[config.mk]
export PLATFORM = sky130hd
export DESIGN_NAME = conv3x3_mac_seq
export DESIGN_NICKNAME = d
export VERILOG_FILES = /design/src/rtl/conv_pkg.sv /design/src/rtl/conv3x3_mac_seq.sv
export SDC_FILE = /design/constraint.sdc
export NUM_CORES = 1
export LEC_CHECK = 0
export CORE_UTILIZATION = 50
export CTS_BUF_LIST = sky130_fd_sc_hd__clkbuf_16
export CTS_CLUSTER_SIZE = 16
export DETAILED_ROUTE_END_ITERATION = 6
export PLACE_DENSITY = 0.74
export SYNTH_ARGS = -nofsm -noshare
export SYNTH_HDL_FRONTEND = slang
export SYNTH_SLANG_ARGS = --single-unit
[constraint.sdc]
create_clock -name clk -period 8.7 [get_ports clk]
set_clock_uncertainty 0.1 [all_clocks]
set_input_delay 1.74 -clock clk [delete_from_list [all_inputs] [get_ports clk]]
set_output_delay 1.74 -clock clk [all_outputs]
set_load 0.01 [all_outputs]
[src/rtl/conv_pkg.sv]
// Shared constants, FSM encoding and output saturation for the 3x3 convolution MAC.
package conv_pkg;

    localparam int unsigned DW    = 8;
    localparam int unsigned WW    = 8;
    localparam int unsigned ACC_W = 21;
    localparam int unsigned NTAPS = 9;

    typedef enum logic [1:0] {
        StIdle = 2'd0,
        StMac  = 2'd1,
        StDone = 2'd2
    } state_e;

    // ReLU followed by clamp to the unsigned 8-bit output range.
    function automatic logic [7:0] relu_sat(input logic signed [31:0] acc);
        if (acc < 0) begin
            return 8'd0;
        end else if (acc > 32'sd255) begin
            return 8'hff;
        end else begin
            return acc[7:0];
        end
    endfunction

endpackage

[src/rtl/conv3x3_mac_seq.sv]
// Sequential 3x3 dot product: latches a window and kernel, accumulates one tap per cycle,
// then emits a ReLU-saturated 8-bit result with a one-cycle valid pulse.
module conv3x3_mac_seq #(
    parameter int unsigned DW    = conv_pkg::DW,
    parameter int unsigned WW    = conv_pkg::WW,
    parameter int unsigned ACC_W = conv_pkg::ACC_W
) (
    input  logic          clk,
    input  logic          rst_n,
    input  logic          in_valid,
    input  logic [DW-1:0] data0,
    input  logic [DW-1:0] data1,
    input  logic [DW-1:0] data2,
    input  logic [DW-1:0] data3,
    input  logic [DW-1:0] data4,
    input  logic [DW-1:0] data5,
    input  logic [DW-1:0] data6,
    input  logic [DW-1:0] data7,
    input  logic [DW-1:0] data8,
    input  logic [WW-1:0] weight0,
    input  logic [WW-1:0] weight1,
    input  logic [WW-1:0] weight2,
    input  logic [WW-1:0] weight3,
    input  logic [WW-1:0] weight4,
    input  logic [WW-1:0] weight5,
    input  logic [WW-1:0] weight6,
    input  logic [WW-1:0] weight7,
    input  logic [WW-1:0] weight8,
    output logic [7:0]    ans,
    output logic          out_valid,
    output logic          busy
);
    import conv_pkg::*;

    localparam int unsigned PW       = DW + WW + 1;
    localparam logic [3:0]  LAST_TAP = 4'(NTAPS - 1);

    state_e state_q, state_d;

    logic [DW-1:0]           data_in  [NTAPS];
    logic [WW-1:0]           weight_in[NTAPS];
    logic [DW-1:0]           data_q   [NTAPS];
    logic [WW-1:0]           weight_q [NTAPS];
    logic [3:0]              tap_q;
    logic signed [ACC_W-1:0] acc_q;
    logic signed [ACC_W-1:0] acc_sum;
    logic [7:0]              ans_q;
    logic [DW-1:0]           data_sel;
    logic [WW-1:0]           weight_sel;
    logic signed [PW-1:0]    data_ext;
    logic signed [PW-1:0]    weight_ext;
    logic signed [PW-1:0]    prod;

    assign data_in[0] = data0;
    assign data_in[1] = data1;
    assign data_in[2] = data2;
    assign data_in[3] = data3;
    assign data_in[4] = data4;
    assign data_in[5] = data5;
    assign data_in[6] = data6;
    assign data_in[7] = data7;
    assign data_in[8] = data8;

    assign weight_in[0] = weight0;
    assign weight_in[1] = weight1;
    assign weight_in[2] = weight2;
    assign weight_in[3] = weight3;
    assign weight_in[4] = weight4;
    assign weight_in[5] = weight5;
    assign weight_in[6] = weight6;
    assign weight_in[7] = weight7;
    assign weight_in[8] = weight8;

    // Data is unsigned, so it gets a zero sign bit before the signed multiply.
    always_comb begin
        data_sel   = data_q[tap_q];
        weight_sel = weight_q[tap_q];
        data_ext   = PW'($signed({1'b0, data_sel}));
        weight_ext = PW'($signed(weight_sel));
        prod       = data_ext * weight_ext;
        acc_sum    = acc_q + ACC_W'(prod);
    end

    always_ff @(posedge clk or negedge rst_n) begin
        if (!rst_n) begin
            state_q <= StIdle;
        end else begin
            state_q <= state_d;
        end
    end

    always_comb begin
        state_d = state_q;
        unique case (state_q)
            StIdle:  if (in_valid) state_d = StMac;
            StMac:   if (tap_q == LAST_TAP) state_d = StDone;
            StDone:  state_d = StIdle;
            default: state_d = StIdle;
        endcase
    end

    always_comb begin
        busy      = (state_q != StIdle);
        out_valid = (state_q == StDone);
        ans       = ans_q;
    end

    always_ff @(posedge clk or negedge rst_n) begin
        if (!rst_n) begin
            acc_q <= '0;
            tap_q <= '0;
            ans_q <= '0;
            for (int i = 0; i < int'(NTAPS); i++) begin
                data_q[i]   <= '0;
                weight_q[i] <= '0;
            end
        end else if (state_q == StIdle && in_valid) begin
            acc_q <= '0;
            tap_q <= '0;
            for (int i = 0; i < int'(NTAPS); i++) begin
                data_q[i]   <= data_in[i];
                weight_q[i] <= weight_in[i];
            end
        end else if (state_q == StMac) begin
            acc_q <= acc_sum;
            tap_q <= tap_q + 4'd1;
            if (tap_q == LAST_TAP) begin
                ans_q <= relu_sat(32'(acc_sum));
            end
        end
    end

endmodule

==> results.json <==
{
  "post-route-period-util": 0.894,
  "grt_usage": 0.260,
  "drcViolationCount": 0,
  "synth_cell_types": 57,
  "detail-route-antenna-nets": 0,
  "finalNetCount": 1589,
  "hpwl_mm": 19.9,
  "reg2reg_depth": 20,
  "htreeDepth": 4,
  "layout.cells.non_filler": 1613,
  "drv_cap": 0,
  "cts.repair.resized": 0,
  "worstMarginPinSlew_ns": 1.26,
  "cts_setup_buffers": 0,
  "cp.required_ns": 8.89,
  "root_buffer": "clkbuf_16",
  "syn_area_per_cell_um2": 9.23,
  "status": "finished, final reports clean",
  "cp-end-kind": "flip-flop",
  "max_clock_freq_mhz": 129,
  "postCtsHoldBufs": 0,
  "slew_headroom": 0.158,
  "synth_edf_count": 0,
  "die-width_um": 150,
  "register_area_mm2": 0.00448,
  "multi_input_area_mm2": 0.00605,
  "initial_core_util": 0.517,
  "critPathSlowestCell": "dfrtp_2",
  "cp_max_fo": 26,
  "fp.dieH_um": 150,
  "tns_ns": 0,
  "cts.clk_slew.worst_paths_ns": 0.07,
  "drv_slew": 0,
  "slowest_delay_ns": 0.95,
  "core_mm2": 0.0213,
  "layout_setup_ws_ns": 0.919,
  "hp-class": "reg -> reg",
  "port_buffers": 156,
  "syn_nets": 1456,
  "ys_ff_latch": 179,
  "startpoint_type": "flip-flop",
  "rows": 53,
  "ios": 157,
  "yosysWarnings": 0,
  "drt_iter0_drc": 525,
  "avgRoutedWirePerCell_um": 17.1,
  "dpl_worst_slack_ns": 0.932,
  "n_antenna_cell": 0,
  "viasPerCell": 5.38,
  "grt_pass1_vias": 8759,
  "overflow": 0,
  "whs_path_depth": 2,
  "globalplace.congestion": 0.872,
  "wl_mm": 27.6,
  "clock_latency_ns": 0.44,
  "synthArstFlopShare": 1.00,
  "synth_seq_area_share": 0.407,
  "fin_util": 0.630,
  "drive_gt1_frac": 0.0747,
  "nFillCells": 1740,
  "netlist_instances": 1192,
  "cts-buffers-inserted": 17,
  "syn_area_mm2": 0.0110,
  "setup_viol": 0,
  "vias": 8682,
  "placed_cells": 1581,
  "antenna_found_initial": 0,
  "criticalPathCategory": "reg -> reg",
  "finalCriticalPeriod_ns": 7.78,
  "rsz0062_at_grt": "no",
  "dieArea_mm2": 0.0226,
  "first_pass_iters": 7,
  "clkSinkCount": 179,
  "path_cells": "buf_4, mux4_2, mux2i_1, o21ai_0, nand2b_1, fa_1, fa_1, inv_1, fa_1, fa_1, fa_1, ha_1, o21a_2, o31a_4, o21ai_4, a2111oi_2, o41a_4, a31oi_4, mux2i_2, a22oi_1",
  "grt_max_degree": 86,
  "grt_first_pass_wirelength_mm": 44.6,
  "cp.arrival_ns": 7.97,
  "finalHoldViolations": 0,
  "clockBufferDepth": 2,
  "syn2layout_area_growth_pct": 21.8,
  "cts_tree": "done",
  "cp_common_cell": "fa_1",
  "synth_flop_cell": "dfrtp_1"
}
==> state kept, by name, summed over array words and instances (netlist names) <==
signal	cells
acc_q	21
ans	8
data_q	72
state_q	2
tap_q	4
weight_q	72
==> metal layers <==
metal / global-route usage / vias up / wire [um]
li1: - / 4120 / -
met1: 0.370 / 4200 / 12100
met2: 0.408 / 311 / 13300
met3: 0.0348 / 51 / 1520
met4: 0.0944 / 0 / 646
met5: 0 / - / 0
==> kinds of logic (layout without fill, tap and decap cells) <==
kind of cell	after synthesis	after routing	synth area share
buffers and inverters	128	274	0.0447
flip-flops	179	179	0.407
XOR/XNOR	16	16	0.0127
AND/OR/NAND/NOR	610	610	0.227
adder cells (fa/ha/maj)	117	117	0.168
AO/OA/AOI/OAI	92	92	0.0587
multiplexers	50	50	0.0823
==> placed cells by master (no fill, tap or decap), drive strengths merged, types with 3 or more instances in the layout <==
master and n:
nor3 9, a22oi 8, a21oi 18, a211oi 3
inv 76, clkinv 8, o31ai 7, a21o 7
fa 51, nand3 22, and2 5, or2 3
nor2b 14, nand2b 14, clkbuf 17, nor2 50
nor4 5, clkdlybuf4s50 155, xnor2 7, nand2 477
o21a 3, buf 18, ha 66, nand4 3
dfrtp 179, o21ai 32, mux2i 17, mux4 32
xor2 9, nor3b 4
==> per-stage QoR <==
step	instance area [um2]	hold slack, ns
floorplan	11000	0.340
global placement	12800	0.353
detailed placement	12800	0.358
CTS	13400	0.376
global route	13400	0.391
finish	13400	0.373
==> critical path: cells and delay by family (launching register included) <==
| family | cells | cell delay (ns) |
|---|---|---|
| fa+ha+maj | 6 | 2.97 |
| compound gates | 8 | 2.28 |
| buf+inv | 2 | 0.40 |
| mux | 3 | 0.75 |
| flops | 1 | 0.95 |
| simple gates | 1 | 0.17 |
==> final timing paths <==
path,startpoint,to,slack (ns)
max,tap_q[0],ans[1],0.92
min,data_q[41],data_q[41],0.37
max reg2reg,tap_q[0],ans[1],0.92
min reg2reg,data_q[41],data_q[41],0.37
max in group asynchronous,rst_n,acc_q[4],5.37
min in group asynchronous,rst_n,data_q[35],1.22
==> layout make-up <==
cell class                 count  share of cell area
inverter                      69              0.0193
clock buffer                  17              0.0317
sequential                   179               0.334
timing repair buffer         173               0.126
clock inverter                15              0.0124
multi-input combinational    885               0.451
tap                          275              0.0257
==> cells in the mapped netlist (2+ instances only) <==
master	n	area, um2
nand2_1	477	1790
dfrtp_1	179	4480
inv_1	69	259
ha_1	66	826
fa_1	51	1020
nor2_1	50	188
clkbuf_1	47	176
mux4_2	32	721
o21ai_0	24	120
nand3_1	22	110
a21oi_1	18	90.1
mux2i_1	16	160
nand2b_1	14	87.6
nor2b_1	13	81.3
nor3_1	9	45.0
xor2_1	9	78.8
a22oi_1	8	60.1
o31ai_1	7	52.6
xnor2_1	7	61.3
a21o_1	6	45.0
buf_2	6	30.0
o21ai_1	6	30.0
and2_1	5	31.3
buf_1	5	18.8
nor4_1	5	31.3
a211oi_1	3	22.5
nand4_1	3	18.8
nor3b_1	3	22.5
o21a_1	2	15.0
o21ai_4	2	32.5
or2_2	2	12.5
Power is not shown: default switching activity piles up to over one toggle a cycle in this logic, so the estimate is an artifact.
